### src/rtl/ts_ep_packer.sv
`default_nettype none
// ============================================================================
// Module   : ts_ep_packer
// Purpose  : Skid-buffers TS bytes, writes them into the USB EP IN buffer and
//            commits full or idle-timed-out partial buffers.
// Revision : 1.0
// ============================================================================
module ts_ep_packer #(
    parameter int SKID_DEPTH    = 16,
    parameter int FLUSH_TIMEOUT = 4096
) (
    input  logic        clk,
    input  logic        reset_n,
    input  logic [7:0]  ts_data,
    input  logic        ts_valid,
    input  logic        ts_start,
    input  logic [10:0] commit_len,
    output logic [10:0] ep_buf_in_addr,
    output logic [7:0]  ep_buf_in_data,
    output logic        ep_buf_in_wren,
    input  logic        ep_buf_in_ready,
    output logic        ep_buf_in_commit,
    output logic [10:0] ep_buf_in_commit_len,
    input  logic        ep_buf_in_commit_ack,
    output logic        overflow,
    output logic [15:0] drop_cnt
);

    localparam int c_AW = $clog2(SKID_DEPTH);
    localparam int c_IW = (FLUSH_TIMEOUT < 2) ? 1 : $clog2(FLUSH_TIMEOUT) + 1;
    localparam logic [c_IW-1:0] c_TMO_LAST = c_IW'((FLUSH_TIMEOUT == 0) ? 0 : FLUSH_TIMEOUT - 1);
    localparam logic [c_AW:0]   c_PTR_ONE  = (c_AW+1)'(1);

    typedef enum logic [1:0] {
        ST_IDLE   = 2'd0,
        ST_FILL   = 2'd1,
        ST_COMMIT = 2'd2
    } state_t;

    state_t            r_state;
    state_t            w_state_nxt;
    logic [7:0]        r_mem [SKID_DEPTH];
    logic [c_AW:0]     r_wr_ptr;
    logic [c_AW:0]     r_rd_ptr;
    logic              r_discard;
    logic [10:0]       r_len;
    logic [10:0]       r_cnt;
    logic [c_IW-1:0]   r_idle;
    logic              r_wren;
    logic [10:0]       r_addr;
    logic [7:0]        r_data;
    logic              r_ovf;
    logic [15:0]       r_drop_cnt;

    logic w_full, w_empty, w_push, w_pop, w_drop, w_ovf, w_timeout, w_enter_fill;

    assign w_full  = (r_wr_ptr[c_AW] != r_rd_ptr[c_AW]) &&
                     (r_wr_ptr[c_AW-1:0] == r_rd_ptr[c_AW-1:0]);
    assign w_empty = (r_wr_ptr == r_rd_ptr);

    // Full is judged before any pop this cycle, so a pop never frees room for a same-cycle push.
    assign w_push  = ts_valid & ~w_full & (~r_discard | ts_start);
    assign w_ovf   = ts_valid &  w_full & (~r_discard | ts_start);
    assign w_drop  = ts_valid & ~w_push;
    assign w_pop   = (r_state == ST_FILL) & ~w_empty & (r_cnt != r_len);

    // r_idle holds cycles elapsed since the last pop, so the commit lands FLUSH_TIMEOUT cycles after it.
    assign w_timeout    = (FLUSH_TIMEOUT != 0) & w_empty & (r_cnt != 11'd0) & (r_idle >= c_TMO_LAST);
    assign w_enter_fill = (r_state == ST_IDLE) & (w_state_nxt == ST_FILL);

    always_comb begin
        w_state_nxt = r_state;
        case (r_state)
            ST_IDLE:   if (ep_buf_in_ready && !w_empty) w_state_nxt = ST_FILL;
            ST_FILL:   if ((r_wren && (r_cnt == r_len)) || w_timeout) w_state_nxt = ST_COMMIT;
            ST_COMMIT: if (ep_buf_in_commit_ack) w_state_nxt = ST_IDLE;
            default:   w_state_nxt = ST_IDLE;
        endcase
    end

    always_ff @(posedge clk) begin
        if (w_push) r_mem[r_wr_ptr[c_AW-1:0]] <= ts_data;
    end

    always_ff @(posedge clk) begin
        if (!reset_n) begin
            r_state    <= ST_IDLE;
            r_wr_ptr   <= '0;
            r_rd_ptr   <= '0;
            r_discard  <= 1'b0;
            r_len      <= '0;
            r_cnt      <= '0;
            r_idle     <= '0;
            r_wren     <= 1'b0;
            r_addr     <= '0;
            r_data     <= '0;
            r_ovf      <= 1'b0;
            r_drop_cnt <= '0;
        end else begin
            r_state <= w_state_nxt;
            r_ovf   <= w_ovf;
            r_wren  <= w_pop;
            if (w_push) r_wr_ptr <= r_wr_ptr + c_PTR_ONE;
            if (w_pop)  r_rd_ptr <= r_rd_ptr + c_PTR_ONE;

            if (ts_valid && w_full)        r_discard <= 1'b1;
            else if (ts_valid && ts_start) r_discard <= 1'b0;

            if (w_drop && (r_drop_cnt != 16'hFFFF)) r_drop_cnt <= r_drop_cnt + 16'd1;

            if (w_pop) begin
                r_data <= r_mem[r_rd_ptr[c_AW-1:0]];
                r_addr <= r_cnt;
            end

            if (w_enter_fill) begin
                r_len  <= (commit_len == 11'd0) ? 11'd1 : commit_len;
                r_cnt  <= '0;
                r_idle <= '0;
            end else if (w_pop) begin
                r_cnt  <= r_cnt + 11'd1;
                r_idle <= c_IW'(1);
            end else if ((r_state == ST_FILL) && w_empty && (r_idle < c_TMO_LAST)) begin
                r_idle <= r_idle + c_IW'(1);
            end
        end
    end

    assign ep_buf_in_addr       = r_addr;
    assign ep_buf_in_data       = r_data;
    assign ep_buf_in_wren       = r_wren;
    assign ep_buf_in_commit     = (r_state == ST_COMMIT);
    assign ep_buf_in_commit_len = r_cnt;
    assign overflow             = r_ovf;
    assign drop_cnt             = r_drop_cnt;

endmodule
`default_nettype wire
### config.mk
export PLATFORM = sky130hd
export DESIGN_NAME = ts_ep_packer
export DESIGN_NICKNAME = d
export VERILOG_FILES = /design/src/rtl/ts_ep_packer.sv
export SDC_FILE = /design/constraint.sdc
export NUM_CORES = 1
export LEC_CHECK = 0
export BUFFER_PORTS_ARGS = -buffer_cell sky130_fd_sc_hd__buf_4
export CAP_MARGIN = 0
export CORE_MARGIN = 4
export CORE_UTILIZATION = 50
export CTS_CLUSTER_DIAMETER = 200
export DETAILED_ROUTE_END_ITERATION = 16
export GPL_TIMING_DRIVEN = 0
export HOLD_SLACK_MARGIN = 0.08
export PLACE_DENSITY_LB_ADDON = 0.25
export SLEW_MARGIN = 5
export SYNTH_ARGS = -nofsm -noshare
export SYNTH_HDL_FRONTEND = slang
export SYNTH_SLANG_ARGS = --single-unit
### constraint.sdc
create_clock -name clk -period 7.6 [get_ports clk]
set_clock_uncertainty 0.05 [all_clocks]
set_input_delay 2.28 -clock clk [delete_from_list [all_inputs] [get_ports clk]]
set_output_delay 2.28 -clock clk [all_outputs]
set_load 0.03 [all_outputs]
==> flow_metrics.py <==
metrics = {
    "synthesis": {
        "synth_cell_type_count": 61,
        "synth_edf_count": 128,
        "netlist_instances": 769,
        "synth-async-reset-ratio_pct": 0,
        "seq_area_frac_synth_pct": 60.3,
        "avgSynthCellArea_um2": 12.0,
        "ys_warn_count": 0,
        "ys_seq_elements": 213,
        "synth_area_leaders": "edfxtp_1 42%, dfxtp_1 19%, mux4_2 3.9%",
        "synth_fp_nets": 803,
        "synth_top_area_cell": "edfxtp_1",
        "synth.top_cell.area_share_pct": 41.8,
        "syn_area_um2": 9200,
        "dominantRegCellSynth": "edfxtp_1",
    },
    "drt": {
        "num_vias": 6541,
        "vias_per_cell": 5.88,
        "routed_wl_um": 21500,
        "ant_nets": 0,
        "avgRoutedWirePerCell_um": 19.4,
        "drt_iter0_markers": 517,
        "dr.pass1.iters": 5,
        "drc": 0,
    },
    "finish": {
        "drive_above_1_share_pct": 17.4,
        "nNetsFinal": 901,
        "area_growth_pct": 17.6,
        "antenna_cells": 0,
        "fill_cells": 1484,
        "fin_cells": 1113,
    },
    "critical_path": {
        "crit_type": "in -> reg",
        "critPathLaunchType": "primary input",
        "cp.arrival_ns": 4.41,
        "worstPathRequired_ns": 7.68,
        "critPathCaptureType": "flop",
        "worstRegToRegCells": 8,
        "cp_max_fo": 8,
    },
    "placed_design": {
        "gp_congestion": 0.894,
        "dp_hpwl_um": 14700,
        "port_buffers": 73,
        "place_inst": 1071,
    },
    "floorplan": {
        "die_h_um": 144,
        "ioPinCount": 74,
        "core_area_um2": 18000,
        "dieArea_um2": 20600,
        "placementRows": 49,
        "die_w_um": 144,
        "floorplan.initialDensity_pct": 51.0,
    },
    "job": {
        "cap_violations": 0,
    },
    "clock_tree": {
        "h-tree-depth": 1,
        "cts.clk_slew.worst_paths_ns": 0.06,
        "root_buffer": "clkbuf_16",
        "ctsResizeCount": 0,
        "insertion_delay_ns": 0.52,
        "cts_hold_buf": 0,
        "cts_buffers": 23,
        "cts_sinks": 213,
        "cts_setup_buffers": 0,
        "cts_buffer_depth": 3,
        "cts_tree": "yes",
    },
    "timing": {
        "period_needed_ns": 4.33,
        "setup_viol": 0,
        "worst_pin_slew_ns": 1.21,
        "finalHoldViolCount": 0,
        "max_freq_mhz": 231,
        "period_share_pct": 56.9,
        "slew_headroom_pct": 18.7,
        "rsz0062_at_grt": "no",
        "report.final.slew_viol_count": 0,
        "setup_tns_ns": 0,
    },
    "pwr": {
        "power_density_nw_per_um2": 243,
        "vdd_drop_max_uv": 216,
        "p_leak_uw": 0.00355,
    },
    "global_route": {
        "grt_max_degree": 17,
        "grt_usage_pct": 20.7,
        "overflow": 0,
        "antenna_found_initial": 0,
        "grt_pass1_wl_um": 33600,
        "grt_pass1_vias": 6052,
    },
    "hold_path": {
        "hp-class": "reg -> reg",
        "hold_depth": 2,
    },
    "status": {
        "outcome": "completed",
    },
}
==> metrics by stage <==
| stage | hold slack (ns) | util [%] | setup WS [ns] | instance area (um^2) | total power, uW |
|---|---|---|---|---|---|
| detailed placement | 0.392 | 55.7 | 2.72 | 10000 | 1510 |
| global route | 0.436 | 60.0 | 3.16 | 10800 | 2720 |
| CTS | 0.397 | 60.0 | 3.26 | 10800 | 2640 |
| global placement | 0.386 | 55.7 | 2.76 | 10000 | 1510 |
| floorplan | 0.371 | - | 3.56 | 9200 | 1430 |
| finish | 0.396 | 60.0 | 3.27 | 10800 | 2630 |
==> where the power goes <==
group | leakage (uW) | internal, uW | switching (uW)
Clock | 0.000377 | 686 | 451
Combinational | 0.00133 | 68.5 | 167
Sequential | 0.00184 | 1240 | 13.0
Total | 0.00355 | 2000 | 630
==> state kept, by name, summed over array words and instances, names as in the netlist, 2 cells and up <==
signal	cells
r_wr_ptr	5
ep_buf_in_commit_len	11
drop_cnt	16
ep_buf_in_addr	11
r_rd_ptr	5
ep_buf_in_data	8
r_len	11
r_idle	13
r_state	2
r_mem	128
==> cells in the final DEF (no fill, tap or decap), types with 8 or more instances in the layout <==
master and count:
a21oi_1 69, clkbuf_16 23, dfxtp_1 85, edfxtp_1 128, nand2b_1 12, inv_1 12, nor2_1 37, or4_1 16
mux2i_1 25, o21ai_0 24, clkbuf_1 33, nor4_1 8, ha_1 9, o31ai_1 26, or3_1 9, nor2b_1 18
nand4_1 12, o22ai_1 8, xnor2_1 19, mux4_2 16, buf_2 12, nand2_1 51, o211ai_1 10, a211oi_1 18
nand3_1 44, buf_4 76
==> final cells by class <==
| cell class | instances | area, um^2 | share of cell area (%) |
|---|---|---|---|
| Clock buffer | 32 | 629 | 5.82 |
| Clock inverter | 10 | 143 | 1.32 |
| Buffer | 49 | 220 | 2.04 |
| Inverter | 12 | 45.0 | 0.416 |
| Sequential cell | 213 | 5550 | 51.3 |
| Tap cell | 229 | 287 | 2.65 |
| Timing Repair Buffer | 73 | 548 | 5.07 |
| Multi-Input combinational cell | 495 | 3400 | 31.4 |
==> cells in the mapped netlist (18+ instances only) <==
master and instances:
a21oi_1 69, edfxtp_1 128, dfxtp_1 85, nand3_1 44, mux2i_1 25, clkbuf_1 26, o21ai_0 24, nand2_1 51
xnor2_1 19, nor2b_1 18, o31ai_1 26, nor2_1 37, a211oi_1 19
==> per-layer routing <==
layer / vias up / GRT usage [%] / part of all wire, %
met5: - / 0 / 0
met4: 0 / 5.20 / 2.2
met3: 36 / 3.19 / 6.0
met2: 199 / 33.8 / 49
met1: 3172 / 29.3 / 43
li1: 3134 / - / -
==> worst paths after layout <==
check              startpoint          end  slack (ns)
hold / removal     r_idle[11]   r_idle[11]        0.40
setup / recovery     ts_start  r_mem[2][4]        3.27
hold reg to reg    r_idle[11]   r_idle[11]        0.40
setup reg to reg  r_rd_ptr[1]  r_mem[2][4]        4.10
==> worst max-delay path: stages <==
cell      delay (ns)
buf_4           0.10
nand2b_1        0.12
nand2_1         0.12
a21oi_1         0.48
nand2_1         0.32
nor3_1          0.98
==> kinds of logic (layout without fill, tap and decap cells) <==
family,after synthesis,after routing,share of synthesized area [%]
multiplexers,41,41,6.64
adder cells (fa/ha/maj),9,9,1.22
AND/OR/NAND/NOR,243,243,14.2
XOR/XNOR,26,26,2.68
AO/OA/AOI/OAI,176,176,12.1
buffers and inverters,61,176,2.88
flip-flops,213,213,60.3
No activity file was read; power rests on OpenSTA's default activity.
